File: config.mk
export PLATFORM = sky130hd
export DESIGN_NAME = iiitb_tlc_sensor_cond
export DESIGN_NICKNAME = d
export VERILOG_FILES = /design/src/rtl/iiitb_tlc_sensor_cond.sv
export SDC_FILE = /design/constraint.sdc
export NUM_CORES = 1
export LEC_CHECK = 0
export CORE_MARGIN = 3
export CORE_UTILIZATION = 35
export CTS_BUF_LIST = sky130_fd_sc_hd__clkbuf_4
export DETAILED_ROUTE_END_ITERATION = 10
export HOLD_SLACK_MARGIN = 0.02
export PLACE_DENSITY_LB_ADDON = 0.3
export SKIP_LAST_GASP = 1
export SLEW_MARGIN = 0
export SYNTH_ARGS = -nofsm -noshare
export SYNTH_HDL_FRONTEND = slang
export SYNTH_SLANG_ARGS = --single-unit
File: constraint.sdc
create_clock -name clk -period 3.9 [get_ports clk]
set_clock_uncertainty 0.15 [all_clocks]
set_input_delay 0.78 -clock clk [delete_from_list [all_inputs] [get_ports clk]]
set_output_delay 0.78 -clock clk [all_outputs]
set_load 0.005 [all_outputs]
File: src/rtl/iiitb_tlc_sensor_cond.sv
// Vehicle-detector conditioning for the traffic light controller: synchronises,
// debounces and hold-stretches the farm-road loop detector, counts arrivals, flags a stuck loop.
module iiitb_tlc_sensor_cond #(
    parameter int DEBOUNCE_CYC = 8,
    parameter int HOLD_CYC     = 16,
    parameter int STUCK_CYC    = 4096,
    parameter int CNT_W        = 8
) (
    input  logic             clk,
    input  logic             rst_n,
    input  logic             det_raw,
    input  logic             fault_clr,
    input  logic             cnt_clr,
    output logic             sensor,
    output logic             veh_pulse,
    output logic [CNT_W-1:0] veh_count,
    output logic             stuck_fault
);

    localparam int CW = $clog2(STUCK_CYC + 1);
    localparam logic [CW-1:0] DB_LIM    = CW'(DEBOUNCE_CYC);
    localparam logic [CW-1:0] HOLD_LIM  = CW'(HOLD_CYC);
    localparam logic [CW-1:0] STUCK_LIM = CW'(STUCK_CYC);
    localparam logic [CW-1:0] ONE       = CW'(1);

    typedef enum logic [2:0] {
        ABSENT   = 3'd0,
        QUAL_ON  = 3'd1,
        PRESENT  = 3'd2,
        QUAL_OFF = 3'd3,
        FAULT    = 3'd4
    } state_t;

    state_t           state_reg, state_next;
    logic             sync1_reg, sync2_reg;
    logic [CW-1:0]    db_cnt_reg, db_cnt_next;
    logic [CW-1:0]    hold_cnt_reg, hold_cnt_next;
    logic [CW-1:0]    stuck_cnt_reg, stuck_cnt_next;
    logic             sensor_reg, sensor_next;
    logic             pulse_reg, pulse_next;
    logic             fault_reg, fault_next;
    logic [CNT_W-1:0] count_reg, count_next;
    logic [CW-1:0]    db_inc, hold_inc;
    logic             arrive;
    logic             det_s;

    assign det_s = sync2_reg;

    always_ff @(posedge clk or negedge rst_n) begin
        if (!rst_n) begin
            sync1_reg     <= 1'b0;
            sync2_reg     <= 1'b0;
            state_reg     <= ABSENT;
            db_cnt_reg    <= '0;
            hold_cnt_reg  <= '0;
            stuck_cnt_reg <= '0;
            sensor_reg    <= 1'b0;
            pulse_reg     <= 1'b0;
            fault_reg     <= 1'b0;
            count_reg     <= '0;
        end else begin
            sync1_reg     <= det_raw;
            sync2_reg     <= sync1_reg;
            state_reg     <= state_next;
            db_cnt_reg    <= db_cnt_next;
            hold_cnt_reg  <= hold_cnt_next;
            stuck_cnt_reg <= stuck_cnt_next;
            sensor_reg    <= sensor_next;
            pulse_reg     <= pulse_next;
            fault_reg     <= fault_next;
            count_reg     <= count_next;
        end
    end

    always_comb begin
        state_next     = state_reg;
        db_cnt_next    = db_cnt_reg;
        hold_cnt_next  = hold_cnt_reg;
        stuck_cnt_next = stuck_cnt_reg;
        pulse_next     = 1'b0;
        count_next     = cnt_clr ? '0 : count_reg;
        arrive         = 1'b0;
        db_inc         = db_cnt_reg + 1'b1;
        hold_inc       = (hold_cnt_reg >= HOLD_LIM) ? HOLD_LIM : hold_cnt_reg + 1'b1;

        case (state_reg)
            ABSENT: begin
                if (det_s) begin
                    if (ONE >= DB_LIM) begin
                        arrive = 1'b1;
                    end else begin
                        state_next  = QUAL_ON;
                        db_cnt_next = ONE;
                    end
                end
            end
            QUAL_ON: begin
                if (!det_s) begin
                    state_next  = ABSENT;
                    db_cnt_next = '0;
                end else if (db_inc >= DB_LIM) begin
                    arrive = 1'b1;
                end else begin
                    db_cnt_next = db_inc;
                end
            end
            PRESENT: begin
                hold_cnt_next = hold_inc;
                if (det_s) begin
                    // Counter already holds the full run length here, so the fault lands one edge later.
                    if (stuck_cnt_reg >= STUCK_LIM) begin
                        state_next = FAULT;
                    end else begin
                        stuck_cnt_next = stuck_cnt_reg + 1'b1;
                    end
                end else begin
                    state_next     = QUAL_OFF;
                    db_cnt_next    = ONE;
                    stuck_cnt_next = '0;
                end
            end
            QUAL_OFF: begin
                hold_cnt_next = hold_inc;
                if (det_s) begin
                    state_next     = PRESENT;
                    db_cnt_next    = '0;
                    stuck_cnt_next = ONE;
                end else if (db_inc >= DB_LIM && hold_cnt_reg >= HOLD_LIM) begin
                    state_next    = ABSENT;
                    db_cnt_next   = '0;
                    hold_cnt_next = '0;
                end else begin
                    db_cnt_next = (db_inc >= DB_LIM) ? DB_LIM : db_inc;
                end
            end
            FAULT: begin
                if (fault_clr && !det_s) begin
                    state_next     = ABSENT;
                    db_cnt_next    = '0;
                    hold_cnt_next  = '0;
                    stuck_cnt_next = '0;
                end
            end
            default: begin
                state_next = ABSENT;
            end
        endcase

        // A qualified arrival wins over a coincident counter clear.
        if (arrive) begin
            state_next     = PRESENT;
            db_cnt_next    = '0;
            hold_cnt_next  = ONE;
            stuck_cnt_next = ONE;
            pulse_next     = 1'b1;
            if (cnt_clr) begin
                count_next = CNT_W'(1);
            end else if (count_reg != '1) begin
                count_next = count_reg + 1'b1;
            end
        end

        sensor_next = (state_next == PRESENT) || (state_next == QUAL_OFF) ||
                      (state_next == FAULT);
        fault_next  = (state_next == FAULT);
    end

    assign sensor      = sensor_reg;
    assign veh_pulse   = pulse_reg;
    assign veh_count   = count_reg;
    assign stuck_fault = fault_reg;

endmodule

==> impl_metrics.ini <==
[placed_design]
dp_hpwl_um = 4260
pre_cts_slack_ps = 747
placement.io_buffers = 15
place_congestion = 0.888
placedInstanceArea_sq_um = 3130

[clocking]
cts-buffers-inserted = 5
post-cts-setup-buffers = 0
cts_tree = built
cts_hold_buf = 0
clock_tree.root_cell = clkbuf_4
post_cts_resized = 0
cts.reportedPaths.clkPinSlew_ps = 160
cts_buffer_depth = 2
cts_sinks = 55
insertion_delay_ps = 390
htree_levels = 2

[status]
status = completed

[die]
rows = 32
die_area_sq_um = 9330
initial_core_util_pct = 36.6
io_pins = 16
die_h_um = 96.6
core-area_sq_um = 7850
die_x_um = 96.6

[drt]
totalWireLength_um = 5900
drc = 0
num_vias = 2295
wl_per_cell_um = 14.0
vias_per_cell = 5.44
firstDrtPassIters = 4
first_iter_violations = 102
ant_nets = 0

[cells_and_area]
fin_nets = 330
drive_above_1_share_pct = 5.94
post-route-util_pct = 40.6
n_antenna_cell = 0
fillerInstances = 789
fin_area_sq_um = 3190
synthToLayoutAreaGrowth_pct = 10.9

[synthesis]
yosysSeqAreaShare_pct = 47.9
async_flop_share_pct = 100
syn_avg_cell_area_sq_um = 9.45
ys_seq_elements = 55
synth.most_common_cell = dfrtp_1
synth_edf_count = 0
ys_types = 54
synthCells = 304
yosys.area.top_type = dfrtp_1
synth_top_area_share_pct = 47.9
ys_warn_count = 0
syn_area_sq_um = 2870
synth_area_leaders = dfrtp_1 48%, a22o_1 4.6%, nand3_1 3.3%
synth_fp_nets = 315
synthTopCellsByCount = 55 x dfrtp_1, 25 x nor2_1, 24 x nand2_1, 19 x nand3_1, 16 x o21ai_0
synth-main-ff-cell = dfrtp_1

[critical_path]
path_class = reg2reg
crit_path_start = db_cnt_reg[0]$_DFFE_PN0P_
crit_buf_inv = 1
worst_ep_arrival_time_ps = 3300
crit_fanout = 19
crit_family = compound AO/OA/AOI/OAI gates
critPathLaunchType = register
cp_cell_sequence = ha_1 -> or3_1 -> a21oi_1 -> o211ai_1 -> a221o_1 -> o211ai_4 -> inv_2 -> nand3_1 -> mux2_1
critPathMaxStageDelay_ps = 490
crit_path_end_kind = register
cpMaxStageDelayCell = o211ai_4
crit_required_ps = 4040
r2r-start = db_cnt_reg[0]$_DFFE_PN0P_

[timing]
max_freq_mhz = 317
hold_slack_ps = 222
setup_viol = 0
final_max_slew_viol_count = 0
hold_viol = 0
final.setup.tns_ps = 0
rsz0062_at_grt = false
period_share_pct = 80.9
fin_ws_ps = 745
finalCriticalPeriod_ps = 3160
slew-limit-headroom_pct = 60.4
max_slew.worst_pin.slew_ps = 594

[global_routing]
antenna_found_initial = 0
first_global_vias = 2091
grtUsageTotal_pct = 13.2
grt_overflow_total = 0
grt_start_max_net_pins = 29
grt_pass1_wl_um = 9750

[pwr]
ir_drop_mv = 0.124
leakage_nw = 1.43
p_per_area_nw_per_um2 = 325

[flow_run]
drv_cap = 0

[min_path]
holdCritPathClass = in2async
-- logic make-up after synthesis --
group	Yosys count	share of synthesized area [%]
muxes	1	0.392
adders and majority gates	6	2.61
buffers and inverters	25	3.66
xor gates and xnor gates	3	0.915
and+or+nand+nor	132	23.9
AOI/OAI and AO/OA	82	20.6
DFF	55	47.9
-- path summary, 6_finish.rpt --
path | endpoint | slack [ps] | cells after the start
worst min-delay path | sync1_reg$_DFF_PN0_ | 220 | 1
worst max-delay path | veh_count[2]$_DFF_PN0_ | 740 | 9
min in group clk | det_s$_DFF_PN0_ | 240 | 0
worst max register to register | veh_count[2]$_DFF_PN0_ | 740 | 9
worst min register to register | det_s$_DFF_PN0_ | 240 | 0
max in group asynchronous | hold_cnt_reg[6]$_DFFE_PN0P_ | 2590 | 2
-- layout by cell type (no fill, tap or decap), drive strengths merged, types with 3 or more instances in the layout --
cell type | netlist | layout
a21oi | 9 | 9
a22o | 15 | 15
a31oi | 6 | 6
a41oi | 3 | 3
and2 | 10 | 10
and3 | 13 | 13
buf | 5 | 6
clkbuf | 7 | 5
clkdlybuf4s50 | 0 | 14
dfrtp | 55 | 55
ha | 6 | 6
inv | 13 | 15
nand2 | 24 | 24
nand3 | 19 | 19
nand4 | 6 | 6
nor2 | 25 | 25
nor2b | 11 | 11
nor3 | 5 | 5
nor4 | 3 | 3
o211ai | 4 | 4
o21ai | 22 | 22
or3 | 5 | 5
-- where the power goes --
group | total, mW | leakage [nW] | switching, mW | internal, mW
registers | 0.644 | 0.745 | 0.0449 | 0.600
clock network | 0.261 | 0.0360 | 0.187 | 0.0744
logic | 0.131 | 0.654 | 0.0735 | 0.0573
total | 1.04 | 1.43 | 0.305 | 0.731
-- final cells by class --
type / instances / area, sq um / area share [%]
Clock inverter: 3 / 22.5 / 0.707
Sequential cell: 55 / 1380 / 43.2
Clock buffer: 5 / 37.5 / 1.18
Inverter: 13 / 48.8 / 1.53
Multi-Input combinational cell: 224 / 1390 / 43.6
Tap cell: 102 / 128 / 4.01
Timing Repair Buffer: 20 / 183 / 5.73
-- per-stage QoR --
stage	std cells	power, mW
after floorplan	304	0.734
after global placement	414	0.785
after detailed placement	414	0.789
after CTS	422	1.05
after global routing	422	1.11
final	422	1.04
-- worst reg2reg max path, stage by stage (launching register included) --
cell and delay, ps:
dfrtp_1 460, ha_1 280, or3_1 380, a21oi_1 150
o211ai_1 130, a221o_1 370, o211ai_4 490, inv_2 210
nand3_1 150, mux2_1 320
-- per-layer routing --
layer  global-route usage [%]  share of wire [%]  vias to the layer above
met5                        0                  0                        -
met4                     3.62                1.4                        0
met3                     3.18                2.4                        6
met2                     20.4                 46                       28
met1                     18.4                 50                     1113
li1                         -                  -                     1148
No activity file was read; power rests on OpenSTA's default activity.
